File: src/rtl/csr_pkg.sv
// Shared definitions for the CSR access path: op encodings, FP flag CSR
// addresses, the response record layout and the read-modify-write helper.
package csr_pkg;

  localparam logic [1:0] CSR_OP_ILL = 2'b00;
  localparam logic [1:0] CSR_OP_RW  = 2'b01;
  localparam logic [1:0] CSR_OP_RS  = 2'b10;
  localparam logic [1:0] CSR_OP_RC  = 2'b11;

  localparam logic [11:0] CSR_ADDR_FFLAGS = 12'h001;
  localparam logic [11:0] CSR_ADDR_FCSR   = 12'h003;

  // Field widths of the default core configuration.
  localparam int CSR_UUID_BITS   = 44;
  localparam int CSR_NW_BITS     = 2;
  localparam int CSR_NUM_THREADS = 4;

  // Response record for the default configuration. Units built with other
  // widths declare a record with the same field order and their own widths.
  typedef struct packed {
    logic [CSR_UUID_BITS-1:0]   uuid;
    logic [CSR_NW_BITS-1:0]     wid;
    logic [CSR_NUM_THREADS-1:0] tmask;
    logic [31:0]                pc;
    logic [4:0]                 rd;
    logic                       wb;
    logic [31:0]                data;
  } csr_rsp_t;

  // CSRs whose value depends on in-flight FPU results.
  function automatic logic is_fp_flag_addr(input logic [11:0] addr);
    return (addr == CSR_ADDR_FFLAGS) || (addr == CSR_ADDR_FCSR);
  endfunction

  // New CSR value for an RMW op. An illegal op behaves as set.
  function automatic logic [31:0] csr_rmw(input logic [1:0]  op,
                                          input logic [31:0] old_val,
                                          input logic [31:0] operand);
    logic [31:0] result;
    case (op)
      CSR_OP_RW: result = operand;
      CSR_OP_RC: result = old_val & ~operand;
      default:   result = old_val | operand;
    endcase
    return result;
  endfunction

endpackage

File: src/rtl/vx_csr_access_unit_checker.sv
// Protocol checks on the request side of the CSR access unit.
module vx_csr_access_unit_checker
  import csr_pkg::*;
(
  input logic       clk,
  input logic       reset,
  input logic       req_valid,
  input logic [1:0] req_op
);

  // A valid request must carry one of the three defined CSR ops.
  property p_legal_op;
    @(posedge clk) disable iff (reset) req_valid |-> (req_op != CSR_OP_ILL);
  endproperty
  a_legal_op: assert property (p_legal_op);

endmodule

File: src/rtl/vx_csr_rsp_fifo.sv
// Two-entry in-order response buffer with an occupancy count.
// Readiness on the push side depends only on the registered count.
module vx_csr_rsp_fifo
  import csr_pkg::*;
#(
  parameter type entry_t = csr_rsp_t
) (
  input  logic       clk,
  input  logic       reset,
  input  logic       push_valid,
  output logic       push_ready,
  input  entry_t     push_data,
  output logic       pop_valid,
  input  logic       pop_ready,
  output entry_t     pop_data,
  output logic [1:0] count
);

  entry_t     mem_q [2];
  logic       wr_ptr_q;
  logic       rd_ptr_q;
  logic [1:0] count_q;
  logic [1:0] count_d;
  logic       push_fire_s;
  logic       pop_fire_s;

  assign push_ready  = (count_q != 2'd2);
  assign pop_valid   = (count_q != 2'd0);
  assign push_fire_s = push_valid & push_ready;
  assign pop_fire_s  = pop_valid & pop_ready;
  assign pop_data    = mem_q[rd_ptr_q];
  assign count       = count_q;

  // Next occupancy: simultaneous push and pop leave it unchanged.
  always_comb begin
    count_d = count_q;
    case ({push_fire_s, pop_fire_s})
      2'b10:   count_d = count_q + 2'd1;
      2'b01:   count_d = count_q - 2'd1;
      default: count_d = count_q;
    endcase
  end

  // Pointer and count state; reset discards any buffered entries.
  always_ff @(posedge clk) begin
    if (reset) begin
      count_q  <= 2'd0;
      wr_ptr_q <= 1'b0;
      rd_ptr_q <= 1'b0;
    end else begin
      count_q <= count_d;
      if (push_fire_s) wr_ptr_q <= ~wr_ptr_q;
      if (pop_fire_s)  rd_ptr_q <= ~rd_ptr_q;
    end
  end

  // Entry storage; contents are only meaningful while counted.
  always_ff @(posedge clk) begin
    if (push_fire_s) mem_q[wr_ptr_q] <= push_data;
  end

endmodule

File: src/rtl/vx_csr_access_unit.sv
// Execute-stage CSR access unit: reads the addressed CSR, issues the
// read-modify-write for CSRRW/RS/RC and returns the old value, replicated
// across lanes, through a 2-entry response buffer. FFLAGS/FCSR reads wait
// while the warp still has FPU ops in flight.
module vx_csr_access_unit
  import csr_pkg::*;
#(
  parameter int NUM_WARPS   = 4,
  parameter int NUM_THREADS = 4,
  parameter int UUID_BITS   = 44,
  parameter int NW_BITS     = (NUM_WARPS > 1) ? $clog2(NUM_WARPS) : 1
) (
  input  logic                        clk,
  input  logic                        reset,

  input  logic                        req_valid,
  output logic                        req_ready,
  input  logic [UUID_BITS-1:0]        req_uuid,
  input  logic [NW_BITS-1:0]          req_wid,
  input  logic [NUM_THREADS-1:0]      req_tmask,
  input  logic [31:0]                 req_pc,
  input  logic [4:0]                  req_rd,
  input  logic                        req_wb,
  input  logic [11:0]                 req_addr,
  input  logic [1:0]                  req_op,
  input  logic                        req_use_imm,
  input  logic [4:0]                  req_imm,
  input  logic [4:0]                  req_rs1,
  input  logic [31:0]                 req_rs1_data,

  input  logic [NUM_WARPS-1:0]        fpu_pending,

  output logic                        csr_read_enable,
  output logic [UUID_BITS-1:0]        csr_read_uuid,
  output logic [11:0]                 csr_read_addr,
  output logic [NW_BITS-1:0]          csr_read_wid,
  input  logic [31:0]                 csr_read_data,

  output logic                        csr_write_enable,
  output logic [UUID_BITS-1:0]        csr_write_uuid,
  output logic [11:0]                 csr_write_addr,
  output logic [NW_BITS-1:0]          csr_write_wid,
  output logic [31:0]                 csr_write_data,

  output logic                        rsp_valid,
  input  logic                        rsp_ready,
  output logic [UUID_BITS-1:0]        rsp_uuid,
  output logic [NW_BITS-1:0]          rsp_wid,
  output logic [NUM_THREADS-1:0]      rsp_tmask,
  output logic [31:0]                 rsp_pc,
  output logic [4:0]                  rsp_rd,
  output logic                        rsp_wb,
  output logic [NUM_THREADS-1:0][31:0] rsp_data,

  output logic                        busy
);

  // Response record sized for this instance.
  typedef struct packed {
    logic [UUID_BITS-1:0]   uuid;
    logic [NW_BITS-1:0]     wid;
    logic [NUM_THREADS-1:0] tmask;
    logic [31:0]            pc;
    logic [4:0]             rd;
    logic                   wb;
    logic [31:0]            data;
  } rsp_entry_t;

  logic        fp_hazard_s;
  logic        fifo_push_ready_s;
  logic        fire_s;
  logic [31:0] operand_s;
  logic        src_zero_s;
  logic        wr_allowed_s;
  logic [31:0] wr_data_s;
  logic [1:0]  count_s;
  rsp_entry_t  push_entry_s;
  rsp_entry_t  pop_entry_s;

  // Flag reads must wait for the warp's outstanding FPU ops to retire.
  assign fp_hazard_s = is_fp_flag_addr(req_addr) & fpu_pending[req_wid];

  // Ready depends only on reset, the hazard and the registered count.
  assign req_ready = ~reset & ~fp_hazard_s & fifo_push_ready_s;
  assign fire_s    = req_valid & req_ready;

  // Operand selection, RMW value and whether this op may write at all.
  always_comb begin
    operand_s  = req_use_imm ? {27'd0, req_imm} : req_rs1_data;
    src_zero_s = req_use_imm ? (req_imm == 5'd0) : (req_rs1 == 5'd0);
    wr_data_s  = csr_rmw(req_op, csr_read_data, operand_s);
    case (req_op)
      CSR_OP_RW:            wr_allowed_s = 1'b1;
      CSR_OP_RS, CSR_OP_RC: wr_allowed_s = ~src_zero_s;
      default:              wr_allowed_s = 1'b0;
    endcase
  end

  // Read port follows the request directly; a hazard keeps it idle.
  assign csr_read_enable = req_valid & ~fp_hazard_s;
  assign csr_read_uuid   = req_uuid;
  assign csr_read_addr   = req_addr;
  assign csr_read_wid    = req_wid;

  // The write commits at the accepting edge, so a following request
  // reads the updated value without any bypass.
  assign csr_write_enable = fire_s & wr_allowed_s;
  assign csr_write_uuid   = req_uuid;
  assign csr_write_addr   = req_addr;
  assign csr_write_wid    = req_wid;
  assign csr_write_data   = wr_data_s;

  assign push_entry_s.uuid  = req_uuid;
  assign push_entry_s.wid   = req_wid;
  assign push_entry_s.tmask = req_tmask;
  assign push_entry_s.pc    = req_pc;
  assign push_entry_s.rd    = req_rd;
  assign push_entry_s.wb    = req_wb;
  assign push_entry_s.data  = csr_read_data;

  vx_csr_rsp_fifo #(
    .entry_t (rsp_entry_t)
  ) u_rsp_fifo (
    .clk        (clk),
    .reset      (reset),
    .push_valid (fire_s),
    .push_ready (fifo_push_ready_s),
    .push_data  (push_entry_s),
    .pop_valid  (rsp_valid),
    .pop_ready  (rsp_ready),
    .pop_data   (pop_entry_s),
    .count      (count_s)
  );

  assign rsp_uuid  = pop_entry_s.uuid;
  assign rsp_wid   = pop_entry_s.wid;
  assign rsp_tmask = pop_entry_s.tmask;
  assign rsp_pc    = pop_entry_s.pc;
  assign rsp_rd    = pop_entry_s.rd;
  assign rsp_wb    = pop_entry_s.wb;
  assign rsp_data  = {NUM_THREADS{pop_entry_s.data}};

  assign busy = req_valid | (count_s != 2'd0);

  vx_csr_access_unit_checker u_checker (
    .clk       (clk),
    .reset     (reset),
    .req_valid (req_valid),
    .req_op    (req_op)
  );

endmodule

File: config.mk
export PLATFORM = sky130hd
export DESIGN_NAME = vx_csr_access_unit
export DESIGN_NICKNAME = d
export VERILOG_FILES = /design/src/rtl/csr_pkg.sv /design/src/rtl/vx_csr_access_unit_checker.sv /design/src/rtl/vx_csr_rsp_fifo.sv /design/src/rtl/vx_csr_access_unit.sv
export SDC_FILE = /design/constraint.sdc
export NUM_CORES = 1
export LEC_CHECK = 0
export ABC_AREA = 1
export CAP_MARGIN = 5
export CELL_PAD_IN_SITES_DETAIL_PLACEMENT = 1
export CELL_PAD_IN_SITES_GLOBAL_PLACEMENT = 1
export CORE_AREA = 2 2 217 219
export CTS_BUF_LIST = sky130_fd_sc_hd__clkbuf_16
export CTS_CLUSTER_SIZE = 16
export DETAILED_ROUTE_END_ITERATION = 8
export DIE_AREA = 0 0 219 221
export MAX_ROUTING_LAYER = met4
export PLACE_DENSITY_LB_ADDON = 0.1
export SYNTH_ARGS = -nofsm -noshare
export SYNTH_HDL_FRONTEND = slang
export SYNTH_HIERARCHICAL = 1
export SYNTH_SLANG_ARGS = --single-unit
File: constraint.sdc
create_clock -name clk -period 7 [get_ports clk]
set_input_delay 1.4 -clock clk [delete_from_list [all_inputs] [get_ports clk]]
set_output_delay 1.4 -clock clk [all_outputs]
set_load 0.02 [all_outputs]
==> flow_summary.json, run 1 <==
{
  "status": "finished clean",
  "place_congestion": 0.7516,
  "holdCritPathClass": "reg2reg",
  "grt_pass1_vias": 7727,
  "period_share": 0.7150,
  "chipHeight_um": 221,
  "post-route-min-period_ns": 5.005,
  "antenna_found_initial": 1,
  "synthAdderAreaFrac": 0.001108,
  "avgSynthCellArea_um2": 14.40,
  "ant_nets": 0,
  "cts.sinks": 245,
  "wl_per_cell_um": 19.38,
  "io_buffers": 550,
  "firstDrtPassIters": 4,
  "fin_ws_ns": 1.995,
  "final_area_um2": 16780,
  "hold_buffers": 0,
  "timing.fmax_mhz": 199.8,
  "start_util": 0.2451,
  "synth_mux_area_frac": 0.1215,
  "dp_hpwl_mm": 25.27,
  "area_growth_pct": 48.65,
  "crit_fanout": 32,
  "max_stage_delay_ns": 0.76,
  "leakagePower_nw": 5.786,
  "grt.total_usage": 0.1413,
  "cp.arrival_ns": 3.61,
  "ys_seq_area_frac": 0.6472,
  "globalRouteOverflowTotal": 0,
  "grt_pass1_wl_mm": 49.62,
  "utilization": 0.3644,
  "cts_buffers": 30,
  "synthSimpleGateAreaFrac": 0.04344,
  "end_kind": "output pin",
  "drive_above_1_share": 0.1507,
  "fin_skew_ns": 0.01384,
  "tightest_slew_ns": 1.058,
  "drt_iter0_markers": 238,
  "synthCells": 784,
  "die_area_um2": 48400,
  "powerDensity_nw_per_um2": 271.0,
  "ctsRootBufferMaster": "clkbuf_16",
  "rsz0062_at_grt": "false",
  "critPathMostFrequentCell": "clkdlybuf4s50_1",
  "via_per_inst": 4.032,
  "total_power_mw": 4.548,
  "synth_seq_cells": 245,
  "crit_path_start_kind": "input port",
  "rows": 79,
  "finalHoldViolations": 0,
  "vdd_drop_max_mv": 0.1572,
  "crit_required_ns": 5.60,
  "clk_pin_slew_ns": 0.06,
  "drc": 0,
  "synthesis.area_um2": 11290,
  "place_ws_ns": 1.904,
  "ys_warn_count": 6,
  "nNetsFinal": 1323,
  "ioPinCount": 554,
  "cp_num_buf_inv": 3,
  "synth-xor-area-share": 0,
  "h-tree-depth": 1,
  "cts_setup_buffers": 0,
  "syn-num-nets": 970,
  "cp_cell_sequence": "clkdlybuf4s50_1 -> nand2_1 -> inv_1 -> o21ai_0 -> clkdlybuf4s50_1",
  "dieWidth_um": 219,
  "core_area_um2": 46060,
  "drt_wl_total_mm": 34.31,
  "cts_resized": 0,
  "cp_top_family": "buffers and inverters",
  "crit_slowest_cell": "inv_1",
  "num_vias": 7137,
  "relSlewSlack": 0.2940,
  "setup_tns_ns": 0,
  "synth_top_family_by_area": "buffers and inverters",
  "max_cap_violations": 0,
  "synth_compound_area_frac": 0.01840,
  "critical_path_class": "in2out",
  "drv_slew": 0,
  "clock_latency_ns": 0.56,
  "dpl_cell_area_um2": 15850,
  "setup_viol": 0,
  "synthDistinctLibCells": 24,
  "grt_max_degree": 121,
  "cts_tree": "yes",
  "cts_buffer_depth": 3
}
[cell type report]
cell class	instances	area, µm²
antenna	2	5.005
clock buffer	31	775.7
clock inverter	25	155.1
fill	4866	29280
inverter	28	112.6
multi-input combinational	277	2097
sequential	245	7311
tap	607	759.5
timing repair buffer	555	5568
[state kept, by name, summed over array words and instances (netlist names), named ones only]
signal               count
u_rsp_fifo/mem_q       240
u_rsp_fifo/wr_ptr_q      1
u_rsp_fifo/rd_ptr_q      1
u_rsp_fifo/count         2
[metrics by stage]
stage / hold WS (ns) / std cells
2_1_floorplan: 0.4648 / 784
3_3_place_gp: 0.4819 / 1712
3_5_place_dp: 0.5002 / 1712
4_1_cts: 0.5180 / 1768
5_1_grt: 0.5590 / 1769
6_report: 0.5074 / 1770
[cell families after synthesis]
kind of cell	count (synthesis)
DFF	245
buffers and inverters	262
AOI/OAI and AO/OA	41
adders and majority gates	1
and+or+nand+nor	113
muxes	122
[worst min-delay path, cell delays in order (launching register included)]
cell and delay (ns):
dfxtp_1 0.33, nor2_1 0.06, nor2_1 0.08
[power by group]
part           internal, mW  total [mW]  switching, mW
combinational         0.655        1.35          0.697
clock                 0.838        1.44          0.603
sequential             1.72        1.76         0.0404
[final timing paths]
path                                           from  slack, ns                  endpoint  depth (start not counted)
worst max-delay path                      req_op[1]       1.99         csr_write_data[5]                          5
worst min register to register  u_rsp_fifo/rd_ptr_q       0.51       u_rsp_fifo/rd_ptr_q                          2
worst min-delay path            u_rsp_fifo/rd_ptr_q       0.51       u_rsp_fifo/rd_ptr_q                          2
worst max register to register  u_rsp_fifo/count[0]       4.35  u_rsp_fifo/mem_q[1][102]                         10
[routing by layer]
| metal | vias to the layer above | share of wire | track usage |
|---|---|---|---|
| li1 | 3300 | - | - |
| met1 | 3502 | 0.38 | 0.1496 |
| met2 | 282 | 0.53 | 0.2578 |
| met3 | 53 | 0.071 | 0.03711 |
| met4 | 0 | 0.023 | 0.03705 |
| met5 | - | 0 | - |
[cell usage after synthesis]
library cell | n | area (µm²)
nand2_1 | 47 | 176.4
dfxtp_1 | 5 | 100.1
or3_1 | 1 | 6.260
nand4_1 | 2 | 12.51
nor2_1 | 23 | 86.33
inv_1 | 26 | 97.59
o21ai_0 | 33 | 165.2
nand3_1 | 37 | 185.2
edfxtp_1 | 240 | 7207
clkbuf_2 | 3 | 15.01
inv_8 | 1 | 11.26
nor2_2 | 1 | 6.260
ha_1 | 1 | 12.51
and2_1 | 1 | 6.260
mux2_2 | 120 | 1351
buf_2 | 5 | 25.02
inv_2 | 1 | 3.750
o21bai_1 | 1 | 7.510
buf_4 | 212 | 1592
o21ai_1 | 4 | 20.02
mux2i_1 | 2 | 20.02
buf_6 | 14 | 157.7
a21oi_1 | 3 | 15.01
nor2_4 | 1 | 11.26
[placed cells by master (no fill, tap or decap), types with 10 or more instances in the layout]
cell type and count:
mux2_2 120, clkdlybuf4s50_1 550, nand3_1 37, o21ai_0 33, nor2_1 21, inv_1 29
nand2_1 47, clkbuf_16 31, clkinv_1 10, edfxtp_1 240
(Power assumes the default switching activity.)
==> inputs of run 2 (changes only) <==
--- a/config.mk
+++ b/config.mk
@@ -9,11 +9,11 @@
 export CAP_MARGIN = 5
 export CELL_PAD_IN_SITES_DETAIL_PLACEMENT = 1
 export CELL_PAD_IN_SITES_GLOBAL_PLACEMENT = 1
-export CORE_AREA = 2 2 217 219
+export CORE_AREA = 2 2 215 217
 export CTS_BUF_LIST = sky130_fd_sc_hd__clkbuf_16
 export CTS_CLUSTER_SIZE = 16
 export DETAILED_ROUTE_END_ITERATION = 8
-export DIE_AREA = 0 0 219 221
+export DIE_AREA = 0 0 217 219
 export MAX_ROUTING_LAYER = met4
 export PLACE_DENSITY_LB_ADDON = 0.1
 export SYNTH_ARGS = -nofsm -noshare
==> constraint.sdc (replaced) <==
create_clock -name clk -period 4.65 [get_ports clk]
set_input_delay 0.93 -clock clk [delete_from_list [all_inputs] [get_ports clk]]
set_output_delay 0.93 -clock clk [all_outputs]
set_load 0.02 [all_outputs]
==> run 2 against run 1 <==
  * Sequential cell count unchanged
  * Combinational power up 54%
  * Non-clock buffer count up 3
  * Setup slack worse by 1.3 ns
  * Routed wire length down 1.2%
  * Largest power group unchanged
  * Critical endpoint is now csr_write_data[4]
  * Critical path depth up 2
  * Final cell count down 0.73%
==> flow_summary.json, run 2 (synthesis results as in run 1) <==
{
  "clk_pin_slew_ns": 0.05,
  "start_util": 0.2504,
  "utilization": 0.3712,
  "firstDrtPassIters": 4,
  "final_area_um2": 16740,
  "dpl_cell_area_um2": 15900,
  "cts.sinks": 245,
  "cp.arrival_ns": 3.02,
  "rrSetupSlack_ns": 2.54,
  "nFillCells": 4766,
  "antenna_found_initial": 0,
  "setup_viol": 0,
  "holdCritPathClass": "reg2reg",
  "crit_fanout": 28,
  "finalHoldViolations": 0,
  "dp_hpwl_mm": 25.30,
  "nNetsFinal": 1324,
  "grt_max_degree": 79,
  "layout_commonest_cell": "clkdlybuf4s50_1",
  "timing.fmax_mhz": 253.4,
  "cts_buffer_depth": 3,
  "whs_ns": 0.5046,
  "grt_pass1_vias": 7527,
  "max_cap_violations": 0,
  "status": "finished clean",
  "io_buffers": 550,
  "worstHoldStart": "u_rsp_fifo/rd_ptr_q",
  "h-tree-depth": 1,
  "cts_buffers": 28,
  "drt_iter0_markers": 201,
  "layout.cells.non_filler": 1757,
  "hold_end": "u_rsp_fifo/rd_ptr_q",
  "globalRouteOverflowTotal": 0,
  "cts_resized": 0,
  "largest_reg_flops": 240,
  "num_vias": 7140,
  "grt.total_usage": 0.1394,
  "worstReg2RegStart": "u_rsp_fifo/count[0]",
  "drc": 0,
  "antenna_cells": 0,
  "hold_depth": 2,
  "fin_skew_ns": 0.01612,
  "wl_per_cell_um": 19.29,
  "chipHeight_um": 219,
  "crit_required_ns": 3.72,
  "powerDensity_nw_per_um2": 399.7,
  "core_area_um2": 45090,
  "period_share": 0.8487,
  "dieWidth_um": 217,
  "die_area_um2": 47520,
  "place_ws_ns": 0.6940,
  "end_kind": "output pin",
  "relSlewSlack": 0.5878,
  "r2r-end": "u_rsp_fifo/mem_q[0][42]",
  "place_congestion": 0.7679,
  "setup_tns_ns": 0,
  "tightest_slew_ns": 0.6174,
  "vdd_drop_max_mv": 0.2435,
  "rsz0062_at_grt": "false",
  "area_growth_pct": 48.24,
  "drive_above_1_share": 0.1469,
  "layout_common_cells": "clkdlybuf4s50_1 (550), edfxtp_1 (240), mux2_2 (120), nand2_1 (47), nand3_1 (37)",
  "cts_setup_buffers": 0,
  "post-route-min-period_ns": 3.947,
  "reg2reg_depth": 9,
  "total_power_mw": 6.690,
  "via_per_inst": 4.064,
  "hold_buffers": 0,
  "drv_slew": 0,
  "rows": 78,
  "crit_path_start_kind": "input port",
  "ioPinCount": 554,
  "ctsRootBufferMaster": "clkbuf_16",
  "drt_wl_total_mm": 33.89,
  "critical_path_class": "in2out",
  "clock_latency_ns": 0.54,
  "cts_tree": "yes",
  "grt_pass1_wl_mm": 48.20,
  "largest-register": "u_rsp_fifo/mem_q",
  "dp_cells": 1708,
  "fin_ws_ns": 0.7034,
  "ant_nets": 0,
  "leakagePower_nw": 5.781
}
-- run 2: routing by layer --
metal | GRT usage | vias up | wire (µm)
li1 | - | 3296 | -
met1 | 0.1648 | 3527 | 13590
met2 | 0.2431 | 281 | 17730
met3 | 0.02980 | 36 | 2088
met4 | 0.03174 | 0 | 483
met5 | - | - | 0
-- run 2: cell type report --
class	instances	area, µm²	share of cell area
timing repair buffer	558	5628	0.3362
tap	600	750.7	0.04485
multi-input combinational	277	2097	0.1253
inverter	28	112.6	0.006728
sequential	245	7311	0.4368
clock inverter	20	112.6	0.006728
clock buffer	29	725.7	0.04336
-- run 2: report_power, final --
group / switching, mW / internal [mW]
Combinational: 1.08 / 0.995
Clock: 0.833 / 1.17
Sequential: 0.0299 / 2.58
-- run 2: worst max-delay path, stage by stage --
cell and delay [ns]:
clkdlybuf4s50_1 0.78, inv_8 0.16, nor2_4 0.12, o21bai_1 0.14, nand3_1 0.10, o21ai_1 0.13
clkdlybuf4s50_1 0.65
-- run 2: worst max path at each step --
stage          cells past startpoint                      to   startpoint
2_1_floorplan                      9  u_rsp_fifo/mem_q[0][0]   req_wid[0]
6_report                           7       csr_write_data[4]  req_use_imm
4_1_cts                            7       csr_write_data[4]  req_use_imm
5_1_grt                            7       csr_write_data[4]  req_use_imm
3_3_place_gp                       7       csr_write_data[4]  req_use_imm
3_5_place_dp                       7       csr_write_data[4]  req_use_imm
==> inputs of run 3 (changes only) <==
--- a/config.mk
+++ b/config.mk
@@ -9,11 +9,11 @@
 export CAP_MARGIN = 5
 export CELL_PAD_IN_SITES_DETAIL_PLACEMENT = 1
 export CELL_PAD_IN_SITES_GLOBAL_PLACEMENT = 1
-export CORE_AREA = 2 2 215 217
+export CORE_AREA = 2 2 217 219
 export CTS_BUF_LIST = sky130_fd_sc_hd__clkbuf_16
 export CTS_CLUSTER_SIZE = 16
 export DETAILED_ROUTE_END_ITERATION = 8
-export DIE_AREA = 0 0 217 219
+export DIE_AREA = 0 0 219 221
 export MAX_ROUTING_LAYER = met4
 export PLACE_DENSITY_LB_ADDON = 0.1
 export SYNTH_ARGS = -nofsm -noshare
==> constraint.sdc (replaced) <==
create_clock -name clk -period 3.2 [get_ports clk]
set_input_delay 0.64 -clock clk [delete_from_list [all_inputs] [get_ports clk]]
set_output_delay 0.64 -clock clk [all_outputs]
set_load 0.02 [all_outputs]
==> run 3 against run 2 <==
  * Final area up 1.8%
  * Routed wire length grew 0.40%
  * Core utilization is 0.11 points lower
  * Register-to-register slack got worse by 1.3 ns
  * Setup slack lost 0.55 ns
  * Die area grew 1.8%
  * Global-route usage is 0.13 points higher
  * Critical path type unchanged
  * Critical endpoint is now csr_write_data[18]
==> flow_summary.json, run 3 (synthesis results as in run 1) <==
{
  "io_buffers": 550,
  "drive_above_1_share": 0.1699,
  "vdd_drop_max_mv": 0.3708,
  "setup_viol": 0,
  "area_growth_pct": 50.97,
  "crit_fanout": 28,
  "period_share": 0.9529,
  "leakagePower_nw": 5.909,
  "grt.total_usage": 0.1407,
  "antenna_found_initial": 1,
  "layout_common_cells": "clkdlybuf4s50_1 (548), edfxtp_1 (240), mux2_2 (120), nand2_1 (44), nand3_1 (34)",
  "internal-power_mw": 7.041,
  "drv_slew": 0,
  "ant_nets": 0,
  "cts_buffer_depth": 3,
  "firstDrtPassIters": 4,
  "via_per_inst": 3.985,
  "rrSetupSlack_ns": 1.20,
  "fin_skew_ns": 0.01380,
  "p_sw_mw": 2.900,
  "wl_per_cell_um": 19.13,
  "die_area_um2": 48400,
  "rows": 79,
  "dp_hpwl_mm": 25.74,
  "crit_end": "csr_write_data[18]",
  "drt_wl_total_mm": 34.03,
  "cts_buffers": 29,
  "cp-startpoint": "req_use_imm",
  "cts_setup_buffers": 0,
  "grt_pass1_wl_mm": 49.65,
  "post-route-min-period_ns": 3.049,
  "setup_tns_ns": 0,
  "grt_max_degree": 69,
  "core_area_um2": 46060,
  "chipHeight_um": 221,
  "total_power_mw": 9.942,
  "switching_share": 0.2917,
  "start_util": 0.2451,
  "grt_pass1_vias": 7612,
  "r2r-end": "u_rsp_fifo/mem_q[0][27]",
  "relSlewSlack": 0.6786,
  "largest_reg_flops": 240,
  "clk_pin_slew_ns": 0.06,
  "clock_latency_ns": 0.55,
  "holdCritPathClass": "reg2reg",
  "dieWidth_um": 219,
  "cts_tree": "yes",
  "end_kind": "output pin",
  "globalRouteOverflowTotal": 0,
  "layout_commonest_cell": "clkdlybuf4s50_1",
  "reg2reg_depth": 9,
  "tightest_slew_ns": 0.4822,
  "nNetsFinal": 1335,
  "clkPwrFrac": 0.310,
  "status": "finished clean",
  "max_cap_violations": 0,
  "rsz0062_at_grt": "false",
  "combPwrFrac": 0.309,
  "worstReg2RegStart": "u_rsp_fifo/count[0]",
  "seqPwrFrac": 0.382,
  "cp.arrival_ns": 2.41,
  "drc": 0,
  "ctsRootBufferMaster": "clkbuf_16",
  "largest-register": "u_rsp_fifo/mem_q",
  "h-tree-depth": 1,
  "crit_required_ns": 2.56,
  "num_vias": 7089,
  "whs_ns": 0.4939,
  "ioPinCount": 554,
  "finalHoldViolations": 0,
  "crit_path_start_kind": "input port",
  "drt_iter0_markers": 214,
  "place_congestion": 0.7583,
  "timing.fmax_mhz": 327.9,
  "critical_path_class": "in2out",
  "powerDensity_nw_per_um2": 583.2,
  "cts.sinks": 245
}
==> run 3: changes by cell type in the layout (fill, tap and decap cells not counted), moves of 3 or more <==
cell and delta:
inv_1 -8, nand3_2 +3, clkinv_2 +5, nand3_1 -3, buf_12 +9, nand2_1 -3
==> run 3: final cells by class <==
cell class / instances / area [µm²]
multi-input cells: 277 / 2125
repair buffers: 568 / 5821
clock inverters: 24 / 175.2
flip-flops and latches: 245 / 7311
fillers: 4840 / 29020
well taps: 607 / 759.5
diodes: 1 / 2.502
inverters: 28 / 127.6
clock buffers: 29 / 725.7
==> run 3: repair_timing <==
action	CTS	global route
resized for setup	0	2
setup endpoints to repair	0	2
hold buffers	0	0
==> run 3: how the worst min path moves through the flow <==
| stage | end | from | depth (start not counted) |
|---|---|---|---|
| 3_3_place_gp | u_rsp_fifo/rd_ptr_q | u_rsp_fifo/rd_ptr_q | 2 |
| 2_1_floorplan | flop | u_rsp_fifo/rd_ptr_q | 2 |
| 4_1_cts | flop | u_rsp_fifo/rd_ptr_q | 2 |
| 5_1_grt | u_rsp_fifo/rd_ptr_q | u_rsp_fifo/rd_ptr_q | 2 |
| 6_report | flop | u_rsp_fifo/rd_ptr_q | 2 |
| 3_5_place_dp | flop | u_rsp_fifo/rd_ptr_q | 2 |
==> run 3: per-stage QoR <==
stage | instance area [µm²] | cells | setup slack [ns] | util
after floorplan | 11350 | 784 | -0.1334 | -
after global placement | 16140 | 1725 | 0.08441 | 0.3504
after detailed placement | 16140 | 1725 | 0.08867 | 0.3504
after CTS | 17040 | 1778 | 0.08872 | 0.3699
after global routing | 17050 | 1779 | 0.02718 | 0.3701
final | 17050 | 1779 | 0.1507 | 0.3701
==> run 3: per-layer routing <==
| layer | share of wire | track usage | vias up | wire, µm |
|---|---|---|---|---|
| met5 | 0 | - | - | 0 |
| met2 | 0.55 | 0.2593 | 251 | 18740 |
| met1 | 0.38 | 0.1539 | 3481 | 12770 |
| met3 | 0.060 | 0.03299 | 30 | 2043 |
| li1 | - | - | 3327 | - |
| met4 | 0.014 | 0.02550 | 0 | 466 |
==> run 3: worst max-delay path, stage by stage <==
cell	delay, ns
clkdlybuf4s50_1	0.39
buf_4	0.18
inv_8	0.16
nand2_1	0.09
o21ai_0	0.25
clkdlybuf4s50_1	0.67
==> run 3: power groups by stage <==
stage | clock (mW) | combinational (mW) | sequential [mW]
3_5_place_dp | 0 | 3.13 | 3.86
5_1_grt | 3.33 | 3.24 | 3.81
4_1_cts | 3.22 | 3.15 | 3.80
2_1_floorplan | 0 | 1.83 | 3.86
3_3_place_gp | 0 | 3.14 | 3.86
6_report | 3.08 | 3.07 | 3.80
